### config.mk
export PLATFORM = sky130hd
export DESIGN_NAME = wb_write_arbiter_flat
export DESIGN_NICKNAME = d
export VERILOG_FILES = /design/src/rtl/wb_pkg.sv /design/src/rtl/wb_write_arbiter_if.sv /design/src/rtl/wb_ll_fifo.sv /design/src/rtl/wb_write_arbiter.sv /design/src/flat_wrapper.sv
export SDC_FILE = /design/constraint.sdc
export NUM_CORES = 1
export LEC_CHECK = 0
export CORE_ASPECT_RATIO = 0.6
export CORE_MARGIN = 2
export CORE_UTILIZATION = 45
export DETAILED_ROUTE_END_ITERATION = 6
export HOLD_SLACK_MARGIN = 0.1
export PLACE_DENSITY = 0.8
export SLEW_MARGIN = 20
export SYNTH_ARGS = -nofsm -noshare
export SYNTH_HDL_FRONTEND = slang
export SYNTH_SLANG_ARGS = --single-unit
### constraint.sdc
create_clock -name clk -period 3.2 [get_ports clk]
set_input_delay 0.96 -clock clk [delete_from_list [all_inputs] [get_ports clk]]
set_output_delay 0.96 -clock clk [all_outputs]
set_load 0.05 [all_outputs]
### src/rtl/wb_pkg.sv
// ---------------------------------------------------------------------------
// wb_pkg
// Shared types and constants for the register-file write arbiter.
//   wb_entry_t  : one long-latency FIFO slot {live, rd, data}
//   WB_X0       : index of the hard-wired zero register
//   WB_LL_DEPTH : default long-latency FIFO depth
// The entry struct is sized by WB_ADDR_WIDTH / WB_DATA_WIDTH, so the
// arbiter's ADDR_WIDTH / DATA_WIDTH parameters must match these values.
// ---------------------------------------------------------------------------
package wb_pkg;

    localparam int WB_DATA_WIDTH = 32;
    localparam int WB_ADDR_WIDTH = 5;
    localparam int WB_LL_DEPTH   = 4;

    localparam logic [WB_ADDR_WIDTH-1:0] WB_X0 = '0;

    typedef struct packed {
        logic                     live;
        logic [WB_ADDR_WIDTH-1:0] rd;
        logic [WB_DATA_WIDTH-1:0] data;
    } wb_entry_t;

endpackage

### src/rtl/wb_write_arbiter_if.sv
// ---------------------------------------------------------------------------
// wb_write_arbiter_if
// Bundles the pipeline writeback request, the long-latency result handshake
// and the register-file write stream (plus hazard-unit status).
//   master : arbiter view (consumes requests, drives write stream/status)
//   slave  : environment view (drives requests, observes outputs)
// ---------------------------------------------------------------------------
interface wb_write_arbiter_if #(
    parameter int DATA_WIDTH = 32,
    parameter int ADDR_WIDTH = 5,
    parameter int DEPTH      = 4
);
    // pipeline writeback
    logic                          pipe_we;
    logic [ADDR_WIDTH-1:0]         pipe_rd;
    logic [DATA_WIDTH-1:0]         pipe_data;
    // long-latency results
    logic                          ll_valid;
    logic                          ll_ready;
    logic [ADDR_WIDTH-1:0]         ll_rd;
    logic [DATA_WIDTH-1:0]         ll_data;
    // register file write port
    logic                          reg_write_en;
    logic [ADDR_WIDTH-1:0]         rd_addr;
    logic [DATA_WIDTH-1:0]         rd_data;
    // hazard-unit status
    logic [(2**ADDR_WIDTH)-1:0]    pending_mask;
    logic [$clog2(DEPTH):0]        fifo_count;

    modport master (
        input  pipe_we, pipe_rd, pipe_data,
        input  ll_valid, ll_rd, ll_data,
        output ll_ready,
        output reg_write_en, rd_addr, rd_data,
        output pending_mask, fifo_count
    );

    modport slave (
        output pipe_we, pipe_rd, pipe_data,
        output ll_valid, ll_rd, ll_data,
        input  ll_ready,
        input  reg_write_en, rd_addr, rd_data,
        input  pending_mask, fifo_count
    );
endinterface

### src/rtl/wb_ll_fifo.sv
// ---------------------------------------------------------------------------
// wb_ll_fifo
// Small FIFO for buffered long-latency results. Each entry carries a live
// bit that can be cleared in parallel by rd match (WAW squash).
// Optional feature macro: WB_ARB_PENDING_MASK_EN -- when defined, produces
// pending_mask (one-hot OR of rd over live entries); otherwise it is 0.
// Ports:
//   clk, rst            clock, asynchronous active-high reset
//   push/push_rd/_data  enqueue (new entry always live)
//   pop                 advance head (caller guarantees non-empty)
//   squash_en/rd        clear live bit of every entry whose rd matches
//   head                current head entry
//   count               occupancy 0..DEPTH
//   pending_mask        live-entry register mask
// ---------------------------------------------------------------------------
module wb_ll_fifo
    import wb_pkg::*;
#(
    parameter int DATA_WIDTH = WB_DATA_WIDTH,
    parameter int ADDR_WIDTH = WB_ADDR_WIDTH,
    parameter int DEPTH      = WB_LL_DEPTH
) (
    input  logic                       clk,
    input  logic                       rst,
    input  logic                       push,
    input  logic [ADDR_WIDTH-1:0]      push_rd,
    input  logic [DATA_WIDTH-1:0]      push_data,
    input  logic                       pop,
    input  logic                       squash_en,
    input  logic [ADDR_WIDTH-1:0]      squash_rd,
    output wb_entry_t                  head,
    output logic [$clog2(DEPTH):0]     count,
    output logic [(2**ADDR_WIDTH)-1:0] pending_mask
);
    localparam int PTR_W = $clog2(DEPTH);
    localparam int CNT_W = PTR_W + 1;
    localparam int NREGS = 2**ADDR_WIDTH;

    logic [PTR_W-1:0]      wr_ptr_reg, rd_ptr_reg;
    logic [CNT_W-1:0]      count_reg, count_next;
    logic [DEPTH-1:0]      live_reg, live_next;
    logic [DEPTH-1:0]      match;
    logic [ADDR_WIDTH-1:0] rd_mem   [DEPTH];
    logic [DATA_WIDTH-1:0] data_mem [DEPTH];

    // Parallel rd comparators shared by the squash path.
    generate
        for (genvar gi = 0; gi < DEPTH; gi++) begin : g_match
            assign match[gi] = (rd_mem[gi] == squash_rd);
        end
    endgenerate

    // Squash first, then pop/push: squash sees pre-edge contents and a
    // freshly pushed entry is always live. Popped slots are cleared so a
    // live bit always implies an occupied slot.
    always_comb begin
        live_next = live_reg;
        if (squash_en) begin
            live_next = live_next & ~match;
        end
        if (pop) begin
            live_next[rd_ptr_reg] = 1'b0;
        end
        if (push) begin
            live_next[wr_ptr_reg] = 1'b1;
        end
    end

    always_comb begin
        count_next = count_reg;
        if (push && !pop) begin
            count_next = count_reg + CNT_W'(1);
        end else if (pop && !push) begin
            count_next = count_reg - CNT_W'(1);
        end
    end

    always_ff @(posedge clk or posedge rst) begin
        if (rst) begin
            wr_ptr_reg <= '0;
            rd_ptr_reg <= '0;
            count_reg  <= '0;
            live_reg   <= '0;
        end else begin
            if (push) begin
                wr_ptr_reg <= wr_ptr_reg + PTR_W'(1);
            end
            if (pop) begin
                rd_ptr_reg <= rd_ptr_reg + PTR_W'(1);
            end
            count_reg <= count_next;
            live_reg  <= live_next;
        end
    end

    // Payload storage needs no reset: validity is carried by live_reg/count.
    always_ff @(posedge clk) begin
        if (push) begin
            rd_mem[wr_ptr_reg]   <= push_rd;
            data_mem[wr_ptr_reg] <= push_data;
        end
    end

    assign head.live = live_reg[rd_ptr_reg];
    assign head.rd   = rd_mem[rd_ptr_reg];
    assign head.data = data_mem[rd_ptr_reg];
    assign count     = count_reg;

`ifdef WB_ARB_PENDING_MASK_EN
    logic [NREGS-1:0] entry_mask [DEPTH];

    generate
        for (genvar gi = 0; gi < DEPTH; gi++) begin : g_pend
            assign entry_mask[gi] = live_reg[gi] ? (NREGS'(1) << rd_mem[gi]) : '0;
        end
    endgenerate

    always_comb begin
        pending_mask = '0;
        for (int i = 0; i < DEPTH; i++) begin
            pending_mask = pending_mask | entry_mask[i];
        end
    end
`else
    // Hazard unit stalls on count != 0 instead.
    assign pending_mask = '0;
`endif

endmodule

### src/rtl/wb_write_arbiter.sv
// ---------------------------------------------------------------------------
// wb_write_arbiter
// Single write-port master for the register file. The in-order pipeline
// writeback always wins; long-latency results are buffered in wb_ll_fifo
// and drained in free slots, bypassing the FIFO when it is empty.
// Pipe writes squash older buffered writes to the same register (WAW).
// Optional feature macro: WB_ARB_PENDING_MASK_EN (enables pending_mask).
// Ports:
//   clk   clock, rising edge
//   rst   asynchronous active-high reset
//   bus   wb_write_arbiter_if.master: pipe request, LL handshake,
//         registered reg_write_en/rd_addr/rd_data, pending_mask, fifo_count
// ---------------------------------------------------------------------------
module wb_write_arbiter
    import wb_pkg::*;
#(
    parameter int DATA_WIDTH = WB_DATA_WIDTH,
    parameter int ADDR_WIDTH = WB_ADDR_WIDTH,
    parameter int DEPTH      = WB_LL_DEPTH
) (
    input  logic                 clk,
    input  logic                 rst,
    wb_write_arbiter_if.master   bus
);
    localparam int CNT_W = $clog2(DEPTH) + 1;

    logic                       pipe_busy;
    logic                       ll_take;
    logic                       fifo_empty;
    logic                       ll_ready;

    logic                       push, pop, squash_en;
    wb_entry_t                  head;
    logic [CNT_W-1:0]           fifo_count;
    logic [(2**ADDR_WIDTH)-1:0] pending_mask;

    logic                       reg_write_en_reg, reg_write_en_next;
    logic [ADDR_WIDTH-1:0]      rd_addr_reg, rd_addr_next;
    logic [DATA_WIDTH-1:0]      rd_data_reg, rd_data_next;

    // Ready depends on registered occupancy only; a pop in the same cycle
    // does not open a slot.
    assign ll_ready   = (fifo_count < CNT_W'(DEPTH));
    assign fifo_empty = (fifo_count == '0);
    assign pipe_busy  = bus.pipe_we && (bus.pipe_rd != ADDR_WIDTH'(WB_X0));
    // x0 transfers complete the handshake but carry nothing.
    assign ll_take    = bus.ll_valid && ll_ready && (bus.ll_rd != ADDR_WIDTH'(WB_X0));

    always_comb begin
        push              = 1'b0;
        pop               = 1'b0;
        squash_en         = 1'b0;
        reg_write_en_next = 1'b0;
        rd_addr_next      = rd_addr_reg;
        rd_data_next      = rd_data_reg;
        if (pipe_busy) begin
            reg_write_en_next = 1'b1;
            rd_addr_next      = bus.pipe_rd;
            rd_data_next      = bus.pipe_data;
            squash_en         = 1'b1;
            // A same-cycle LL result to the same register is older: drop it.
            push              = ll_take && (bus.ll_rd != bus.pipe_rd);
        end else if (!fifo_empty) begin
            // Squashed head still consumes the slot, just without a write.
            pop               = 1'b1;
            reg_write_en_next = head.live;
            rd_addr_next      = head.rd;
            rd_data_next      = head.data;
            push              = ll_take;
        end else if (ll_take) begin
            reg_write_en_next = 1'b1;
            rd_addr_next      = bus.ll_rd;
            rd_data_next      = bus.ll_data;
        end
    end

    always_ff @(posedge clk or posedge rst) begin
        if (rst) begin
            reg_write_en_reg <= 1'b0;
            rd_addr_reg      <= '0;
            rd_data_reg      <= '0;
        end else begin
            reg_write_en_reg <= reg_write_en_next;
            rd_addr_reg      <= rd_addr_next;
            rd_data_reg      <= rd_data_next;
        end
    end

    wb_ll_fifo #(
        .DATA_WIDTH (DATA_WIDTH),
        .ADDR_WIDTH (ADDR_WIDTH),
        .DEPTH      (DEPTH)
    ) u_ll_fifo (
        .clk          (clk),
        .rst          (rst),
        .push         (push),
        .push_rd      (bus.ll_rd),
        .push_data    (bus.ll_data),
        .pop          (pop),
        .squash_en    (squash_en),
        .squash_rd    (bus.pipe_rd),
        .head         (head),
        .count        (fifo_count),
        .pending_mask (pending_mask)
    );

    assign bus.ll_ready     = ll_ready;
    assign bus.reg_write_en = reg_write_en_reg;
    assign bus.rd_addr      = rd_addr_reg;
    assign bus.rd_data      = rd_data_reg;
    assign bus.fifo_count   = fifo_count;
    assign bus.pending_mask = pending_mask;

endmodule

### src/flat_wrapper.sv
// flat-port wrapper written by rule: the top's interface ports become plain ports
module wb_write_arbiter_flat import wb_pkg::*;
#(
    parameter int DATA_WIDTH = WB_DATA_WIDTH,
    parameter int ADDR_WIDTH = WB_ADDR_WIDTH,
    parameter int DEPTH      = WB_LL_DEPTH
)
  (clk, rst, bus_pipe_we, bus_pipe_rd, bus_pipe_data, bus_ll_valid, bus_ll_rd, bus_ll_data, bus_ll_ready, bus_reg_write_en, bus_rd_addr, bus_rd_data, bus_pending_mask, bus_fifo_count);
  wb_write_arbiter_if #(.DATA_WIDTH(DATA_WIDTH), .ADDR_WIDTH(ADDR_WIDTH), .DEPTH(DEPTH)) bus_i ();
  input  logic clk;
  input  logic rst;
  input wire logic [$bits(bus_i.pipe_we)-1:0] bus_pipe_we;
  input wire logic [$bits(bus_i.pipe_rd)-1:0] bus_pipe_rd;
  input wire logic [$bits(bus_i.pipe_data)-1:0] bus_pipe_data;
  input wire logic [$bits(bus_i.ll_valid)-1:0] bus_ll_valid;
  input wire logic [$bits(bus_i.ll_rd)-1:0] bus_ll_rd;
  input wire logic [$bits(bus_i.ll_data)-1:0] bus_ll_data;
  output wire logic [$bits(bus_i.ll_ready)-1:0] bus_ll_ready;
  output wire logic [$bits(bus_i.reg_write_en)-1:0] bus_reg_write_en;
  output wire logic [$bits(bus_i.rd_addr)-1:0] bus_rd_addr;
  output wire logic [$bits(bus_i.rd_data)-1:0] bus_rd_data;
  output wire logic [$bits(bus_i.pending_mask)-1:0] bus_pending_mask;
  output wire logic [$bits(bus_i.fifo_count)-1:0] bus_fifo_count;
  assign bus_i.pipe_we = bus_pipe_we;
  assign bus_i.pipe_rd = bus_pipe_rd;
  assign bus_i.pipe_data = bus_pipe_data;
  assign bus_i.ll_valid = bus_ll_valid;
  assign bus_i.ll_rd = bus_ll_rd;
  assign bus_i.ll_data = bus_ll_data;
  assign bus_ll_ready = bus_i.ll_ready;
  assign bus_reg_write_en = bus_i.reg_write_en;
  assign bus_rd_addr = bus_i.rd_addr;
  assign bus_rd_data = bus_i.rd_data;
  assign bus_pending_mask = bus_i.pending_mask;
  assign bus_fifo_count = bus_i.fifo_count;
  wb_write_arbiter #(.DATA_WIDTH(DATA_WIDTH), .ADDR_WIDTH(ADDR_WIDTH), .DEPTH(DEPTH)) u_core (.clk(clk), .rst(rst), .bus(bus_i));
endmodule
# == Word level (Yosys, flattened, before mapping) ==
# Memory sizes are Yosys's and may differ from the RTL's.
# Cells that the tools add are included.
# word_totals
reg_bits,49
latch_bits,0
ramBits,148
rom_bits,0
input_bits,78
out_inout_bits,74
elab_cells,70
n_memories,2
# op_classes
n_addsub,4
multipliers,0
div,0
magnitude_cmp,5
n_eq_ne,6
shifts,0
n_mux,27
n_bitwise,5
n_reduce_logical,14
# mem_list
name,words,width,rd,rd_ports_with_merged_regs,wr,line,text
u_core.u_ll_fifo.data_mem,4,32,1,0,1,wb_ll_fifo.sv:44,logic [DATA_WIDTH-1:0] data_mem [DEPTH];
u_core.u_ll_fifo.rd_mem,4,5,5,0,1,wb_ll_fifo.sv:43,logic [ADDR_WIDTH-1:0] rd_mem [DEPTH];
# op_table
cell,n
$mux 32,3
$eq 5x5->1,4
$mux 5,3
$mux 1,13
$mux 4,3
$reduce_bool 5->1,2
$and 4x4->4,2
$logic_and 1x1->1,8
$not 4->4,2
$lt 2x3->1 const B,2
$mux 3,2
$ne 5x5->1,1
$add 2x1->2 const B,2
$demux 1 s2,2
$ge 2x1->1 const B,2
$or 4x4->4,1
$add 3x1->3 const B,1
$logic_not 3->1,1
$lt 3x3->1 const B,1
$ne 3x1->1 const B,1
$sub 3x1->3 const B,1
$bmux 1 s2,1
$logic_not 1->1,2
$reduce_bool 2->1,1

# == Longest topological paths before layout ==
# logic_depth
word_depth,9
depth_mapped,12
mapped_depth_nobuf,10

# == Modules after synthesis ==
# A second synthesis with hierarchy kept.
# unflattened
cells_unflattened,496
hier_area_um2,8969.9
# modules_own_cells
module,n_inst,cells_each,area_each_um2,seq_area_each_um2
wb_ll_fifo,1,311,6444.9,4719.5
wb_write_arbiter,1,185,2524.9,950.9

# == Worst setup path after synthesis ==
# No wires, ideal clock.
# synth_timing
path_kind,input-to-reg
start,input bus_pipe_rd[3]
end,memory u_core.u_ll_fifo.data_mem[3][0] (enable)
setup_time_ps,398
t_arrival_ps,3232
t_required_ps,2802
path_slack_ps,-429
stages,7
n_path_buf,2
path_cell_list,buf_4 or4_4 o21ai_4 nand2_2 a21oi_1 buf_4 and2_1
# synth_between
elab_chain_cells,5
word_cells_on_any_way,7
cone_classes,eq/ne: 1; mux: 3; reduce/logical: 3
# synth_rtl
element,line,text
"start, declared",flat_wrapper.sv:13,input wire logic [$bits(bus_i.pipe_rd)-1:0] bus_pipe_rd;
$ne 5x5->1 / $reduce_bool 5->1 (equally long branches),"wb_write_arbiter.sv:62, wb_write_arbiter.sv:45",
$logic_and 1x1->1 (on tied branches),"wb_write_arbiter.sv:62, wb_write_arbiter.sv:45",
$mux 1 *,wb_write_arbiter.sv:56,if (pipe_busy) begin
named net u_core.push,wb_write_arbiter.sv:32,"logic push, pop, squash_en;"
$mux 1 *,wb_ll_fifo.sv:98,if (push) begin
$mux 1 (implied by the code) *,wb_ll_fifo.sv:100,data_mem[wr_ptr_reg] <= push_data;
"end, declared",wb_ll_fifo.sv:44,
# The timed path passes the listed nets; every way through them passes the cells marked *.

# == Final worst setup path ==
# layout_timing
start,input bus_pipe_rd[4]
end,register u_core.u_ll_fifo.count_reg[2] (netlist: u_core.u_ll_fifo.count[2])
# layout_between
elab_chain_cells,6
word_cells_on_any_way,12
cone_classes,eq/ne: 1; mux: 3; reduce/logical: 8
# layout_rtl
element,line,text
$ne 5x5->1 / $reduce_bool 5->1 (equally long branches),"wb_write_arbiter.sv:62, wb_write_arbiter.sv:45",
$logic_and 1x1->1 (on tied branches),"wb_write_arbiter.sv:62, wb_write_arbiter.sv:45",
$mux 1,wb_write_arbiter.sv:56,
$logic_not 1->1 (on tied branches),"wb_ll_fifo.sv:73, wb_ll_fifo.sv:71",
$logic_and 1x1->1 (on tied branches),"wb_ll_fifo.sv:73, wb_ll_fifo.sv:71",
$reduce_bool 2->1 (no source line) / $mux 3 (equally long branches),--,
"end signal, assigned",wb_ll_fifo.sv:91,count_reg <= count_next;
"end, declared",wb_ll_fifo.sv:40,"logic [CNT_W-1:0] count_reg, count_next;"
# Parallel ways exist; a longest one is shown, timed or not.
# A chain may end at the register's enable or synchronous reset.

==> results.txt <==
----------------------------------------------------
[Setup path]
  Category of the worst setup path capture point ... flop
  Launch point of the worst path ... bus_pipe_rd[4]
  Required time of the critical path ... 3560 ps
  Maximum cell stage delay along the critical path ... 560 ps
  Critical-path cell list ... clkdlybuf4s50_1 -> or4_4 -> o21ai_4 -> nand2_4 -> a21oi_4 -> ha_4 -> inv_2 -> fa_2 -> xor2_1 -> nor2_1 -> xnor2_1
  Data arrival time at the worst-slack endpoint ... 3370 ps
  Kind of launch point of the worst setup path ... input pin
  Critical register-to-register path endpoint ... u_core.u_ll_fifo.count[2]
  Critical Setup Path Class ... input pin to flop
  Startpoint of the lowest-slack register-to-register path ... u_core.u_ll_fifo.count[0]
  Last element of the critical path ... u_core.u_ll_fifo.count[2]
  Worst-path cell with the longest stage delay ... sky130_fd_sc_hd__or4_4
  Delay-heaviest family, CP ... simple AND/OR/NAND/NOR gates
  Crit path max fanout ... 2
  R2R Setup Slk ... 890 ps
  Number of buffer and inverter stages on the critical path ... 2
  Critical Path Stages ... 11
  Cell count of the worst reg-to-reg path ... 9

[Yosys]
  Synth async-reset ratio ... 24.9%
  Number of unique standard cell types used by synthesis ... 36
  Yosys synthesis warning count ... 0
  Post-synthesis instance area ... 8640 um2
  Register bit count reported by yosys ... 197
  Largest cells by area after synthesis ... sky130_fd_sc_hd__edfxtp_1, sky130_fd_sc_hd__dfrtp_1, sky130_fd_sc_hd__mux4_2
  Area share of the largest cell type after synthesis ... 51.4%
  Synthesized instance count ... 611
  Register area share after synthesis ... 65.6%
  Mean area per synthesized cell ... 14.1 um2
  Cell taking the most area after synthesis ... sky130_fd_sc_hd__edfxtp_1
  Count of flip-flops with a built-in enable after synthesis ... 148
  Most used flip-flop cell after synthesis ... sky130_fd_sc_hd__edfxtp_1

[Clock tree]
  Clk root buf ... sky130_fd_sc_hd__clkbuf_16
  Quantity of gates resized following cts ... 0
  Cts bufs inserted ... 17
  Deepest level of the CTS H-tree ... 4
  Clock tree from TritonCTS ... done
  Clock slew at reported path FFs ... 70 ps
  Post-CTS setup buffer count ... 0
  Latest clock arrival within the worst-skew pair ... 430 ps
  CTS sink count ... 197
  Hold_buf cts ... 0
  CTS Buffer Depth ... 2

[Timing]
  Sum Neg Setup Slack ... 0 ps
  RSZ-0062 raised after global routing ... false
  Measured slew at the worst slew-check pin ... 750 ps
  Setup skew after layout ... 13.4 ps
  Final critical-path required period ... 3010 ps
  Final Hold Viols ... 0
  Portion of the clock cycle consumed by the worst path in the final layout ... 94.2%
  Setup slack of the critical path after layout ... 186 ps
  Slew margin rel. ... 50.0%
  Total of endpoints with negative setup slack in the final report ... 0
  Fin. max-slew vios ... 0
  Fmax ... 332 MHz

[Placement]
  Dpl ws ... -247 ps
  Final estimated routing congestion in global placement ... 0.799
  Placed cell count ... 977
  Post-DP HPWL ... 12.9 mm
  Number of port buffers ... 119

[GRT]
  M1 GR Usage ... 29.1%
  Global routing usage on met2 ... 29.0%
  Maximum number of pins on one net before global-route repair ... 47
  Most heavily used metal layer in global routing ... met1
  First-pass GRT wire length ... 30.0 mm
  Antenna violations before repair ... 0
  Via count of the first global-routing pass ... 5233
  Met3 capacity usage during global routing ... 5.00%
  Overall fraction of global-route tracks in use ... 19.5%
  Total overflow reported by the global router ... 0

[Layout]
  Share of post-route cells with drive strength above 1 ... 17.2%
  Max reg flops ... 128
  Share of the core filled with cells ... 57.7%
  Final nets ... 838
  Area Growth Syn to Fin ... 26.4%
  Diode insertion count for antenna repair ... 0
  Count of placed standard cells in the final layout, fillers left out ... 1009

[Die]
  Total Die Area ... 20400 um2
  Rows ... 39
  Die boundary width ... 183 um
  Placeable Area ... 18900 um2
  Die span in y ... 111 um
  Count of boundary I/O pins ... 152
  Initial cell density of the core ... 45.6%

[Power]
  Power Dens Cells ... 885 nW/um2
  Total power of the final layout ... 9.66 mW
  Reported leakage power ... 3.90 nW
  Worst vdd ir ... 569 uV

[Routing]
  Post-route DRC ... 0
  First-pass iteration count of the detailed router ... 5
  Number of DRC violations after detailed-routing iteration 0 ... 414
  Wirelength per Cell ... 19.0 um
  Drt total wl ... 19.2 mm
  Number of nets with antenna violations after detailed routing ... 0
  Vias per cell ... 5.28
  Vias post-DR ... 5329

[Job]
  Number of violations of the max-capacitance limit ... 0

[Worst hold path]
  Classification of the worst-slack hold path ... flop to flop

[Status]
  Run status ... completed

----------------------------------------------------
cell families (layout without fill, tap and decap cells):
logic type	after synthesis	in the layout	share of synthesized area [%]
DFF	197	197	65.6
and+or+nand+nor	170	170	8.50
AOI/OAI and AO/OA	83	83	5.31
buffers and inverters	78	199	5.53
muxes	42	42	10.4
xor gates and xnor gates	30	30	3.04
adders and majority gates	10	10	1.53
other	1	32	0.0434
cell usage after synthesis, types with 2 or more instances:
cell type and n:
sky130_fd_sc_hd__nand2_1 108, sky130_fd_sc_hd__mux4_2 38, sky130_fd_sc_hd__buf_4 36, sky130_fd_sc_hd__xor2_1 15
sky130_fd_sc_hd__clkbuf_1 16, sky130_fd_sc_hd__a32o_1 4, sky130_fd_sc_hd__inv_1 7, sky130_fd_sc_hd__ha_1 9
sky130_fd_sc_hd__dfrtp_1 49, sky130_fd_sc_hd__nand3_1 41, sky130_fd_sc_hd__edfxtp_1 148, sky130_fd_sc_hd__buf_6 5
sky130_fd_sc_hd__nor2_1 3, sky130_fd_sc_hd__o21ai_1 15, sky130_fd_sc_hd__nand4_1 4, sky130_fd_sc_hd__xnor2_1 15
sky130_fd_sc_hd__o21ai_0 57, sky130_fd_sc_hd__buf_1 4, sky130_fd_sc_hd__and2_1 4, sky130_fd_sc_hd__nor3_1 5
sky130_fd_sc_hd__buf_2 10, sky130_fd_sc_hd__o31ai_1 2, sky130_fd_sc_hd__mux2_2 3
layout make-up:
cell class / instances / area (um2)
tap: 246 / 308
timing repair buffer: 160 / 1650
fill: 1498 / 8020
clock inverter: 15 / 184
clock buffer: 17 / 425
sequential: 197 / 5670
multi-input combinational: 367 / 2650
inverter: 7 / 26.3
layer usage:
metal  wire length (um)  share of wire (%)
met5                  0                  0
met3               1490                7.8
met2               8440                 44
met4                131               0.68
met1               9100                 47
metrics by stage:
step | hold slack (ps) | area [um2]
6_report | 483 | 10900
5_1_grt | 512 | 10900
4_1_cts | 489 | 10900
3_5_place_dp | 473 | 10300
3_3_place_gp | 464 | 10300
2_1_floorplan | 488 | 8810
layout by cell type, fill, tap and decap left out, types with 2 or more instances in the layout:
cell | netlist | layout
sky130_fd_sc_hd__ha_1 | 9 | 8
sky130_fd_sc_hd__buf_4 | 36 | 29
sky130_fd_sc_hd__xnor2_1 | 15 | 15
sky130_fd_sc_hd__buf_12 | 0 | 12
sky130_fd_sc_hd__inv_6 | 0 | 2
sky130_fd_sc_hd__conb_1 | 1 | 32
sky130_fd_sc_hd__dfrtp_1 | 49 | 47
sky130_fd_sc_hd__a32o_1 | 4 | 4
sky130_fd_sc_hd__xor2_1 | 15 | 15
sky130_fd_sc_hd__inv_1 | 7 | 5
sky130_fd_sc_hd__nand4_1 | 4 | 4
sky130_fd_sc_hd__o21ai_1 | 15 | 15
sky130_fd_sc_hd__nand3_1 | 41 | 41
sky130_fd_sc_hd__bufinv_16 | 0 | 2
sky130_fd_sc_hd__mux2_2 | 3 | 3
sky130_fd_sc_hd__nor2_1 | 3 | 3
sky130_fd_sc_hd__dfrtp_2 | 0 | 2
sky130_fd_sc_hd__clkinv_4 | 0 | 3
sky130_fd_sc_hd__edfxtp_1 | 148 | 148
sky130_fd_sc_hd__and2_2 | 0 | 4
sky130_fd_sc_hd__nand2_1 | 108 | 108
sky130_fd_sc_hd__clkdlybuf4s50_1 | 0 | 119
sky130_fd_sc_hd__inv_2 | 0 | 2
sky130_fd_sc_hd__o31ai_1 | 2 | 2
sky130_fd_sc_hd__inv_8 | 0 | 6
sky130_fd_sc_hd__mux4_2 | 38 | 38
sky130_fd_sc_hd__o21ai_0 | 57 | 57
sky130_fd_sc_hd__clkbuf_16 | 0 | 17
sky130_fd_sc_hd__nor3_1 | 5 | 4
power breakdown:
part           total (mW)  switching [mW]  internal (mW)
clock                2.21            1.01           1.19
combinational        3.85            2.28           1.57
sequential           3.61           0.337           3.27
total                9.66            3.63           6.03
worst register-to-register path, delay by kind of cell, from the launching register on:
kind	cells	cell delay, ps
AND/OR/NAND/NOR	3	820
buffers and inverters	2	180
XOR/XNOR	2	260
flip-flops	1	490
adder cells (fa/ha/maj)	2	480
worst min path at each step:
stage / start / end / slack, ps / cells after the start
floorplan: u_core.u_ll_fifo.live_reg[2] / u_core.u_ll_fifo.live_reg[2] / 490 / 1
global placement: u_core.bus.rd_data[19] / u_core.bus.rd_data[19] / 460 / 2
detailed placement: u_core.bus.rd_data[20] / u_core.bus.rd_data[20] / 470 / 2
CTS: u_core.bus.rd_data[20] / u_core.bus.rd_data[20] / 490 / 2
global route: u_core.bus.rd_data[18] / u_core.bus.rd_data[18] / 510 / 2
finish: u_core.bus.rd_data[20] / u_core.bus.rd_data[20] / 480 / 2
No activity file was read; power rests on OpenSTA's default activity.
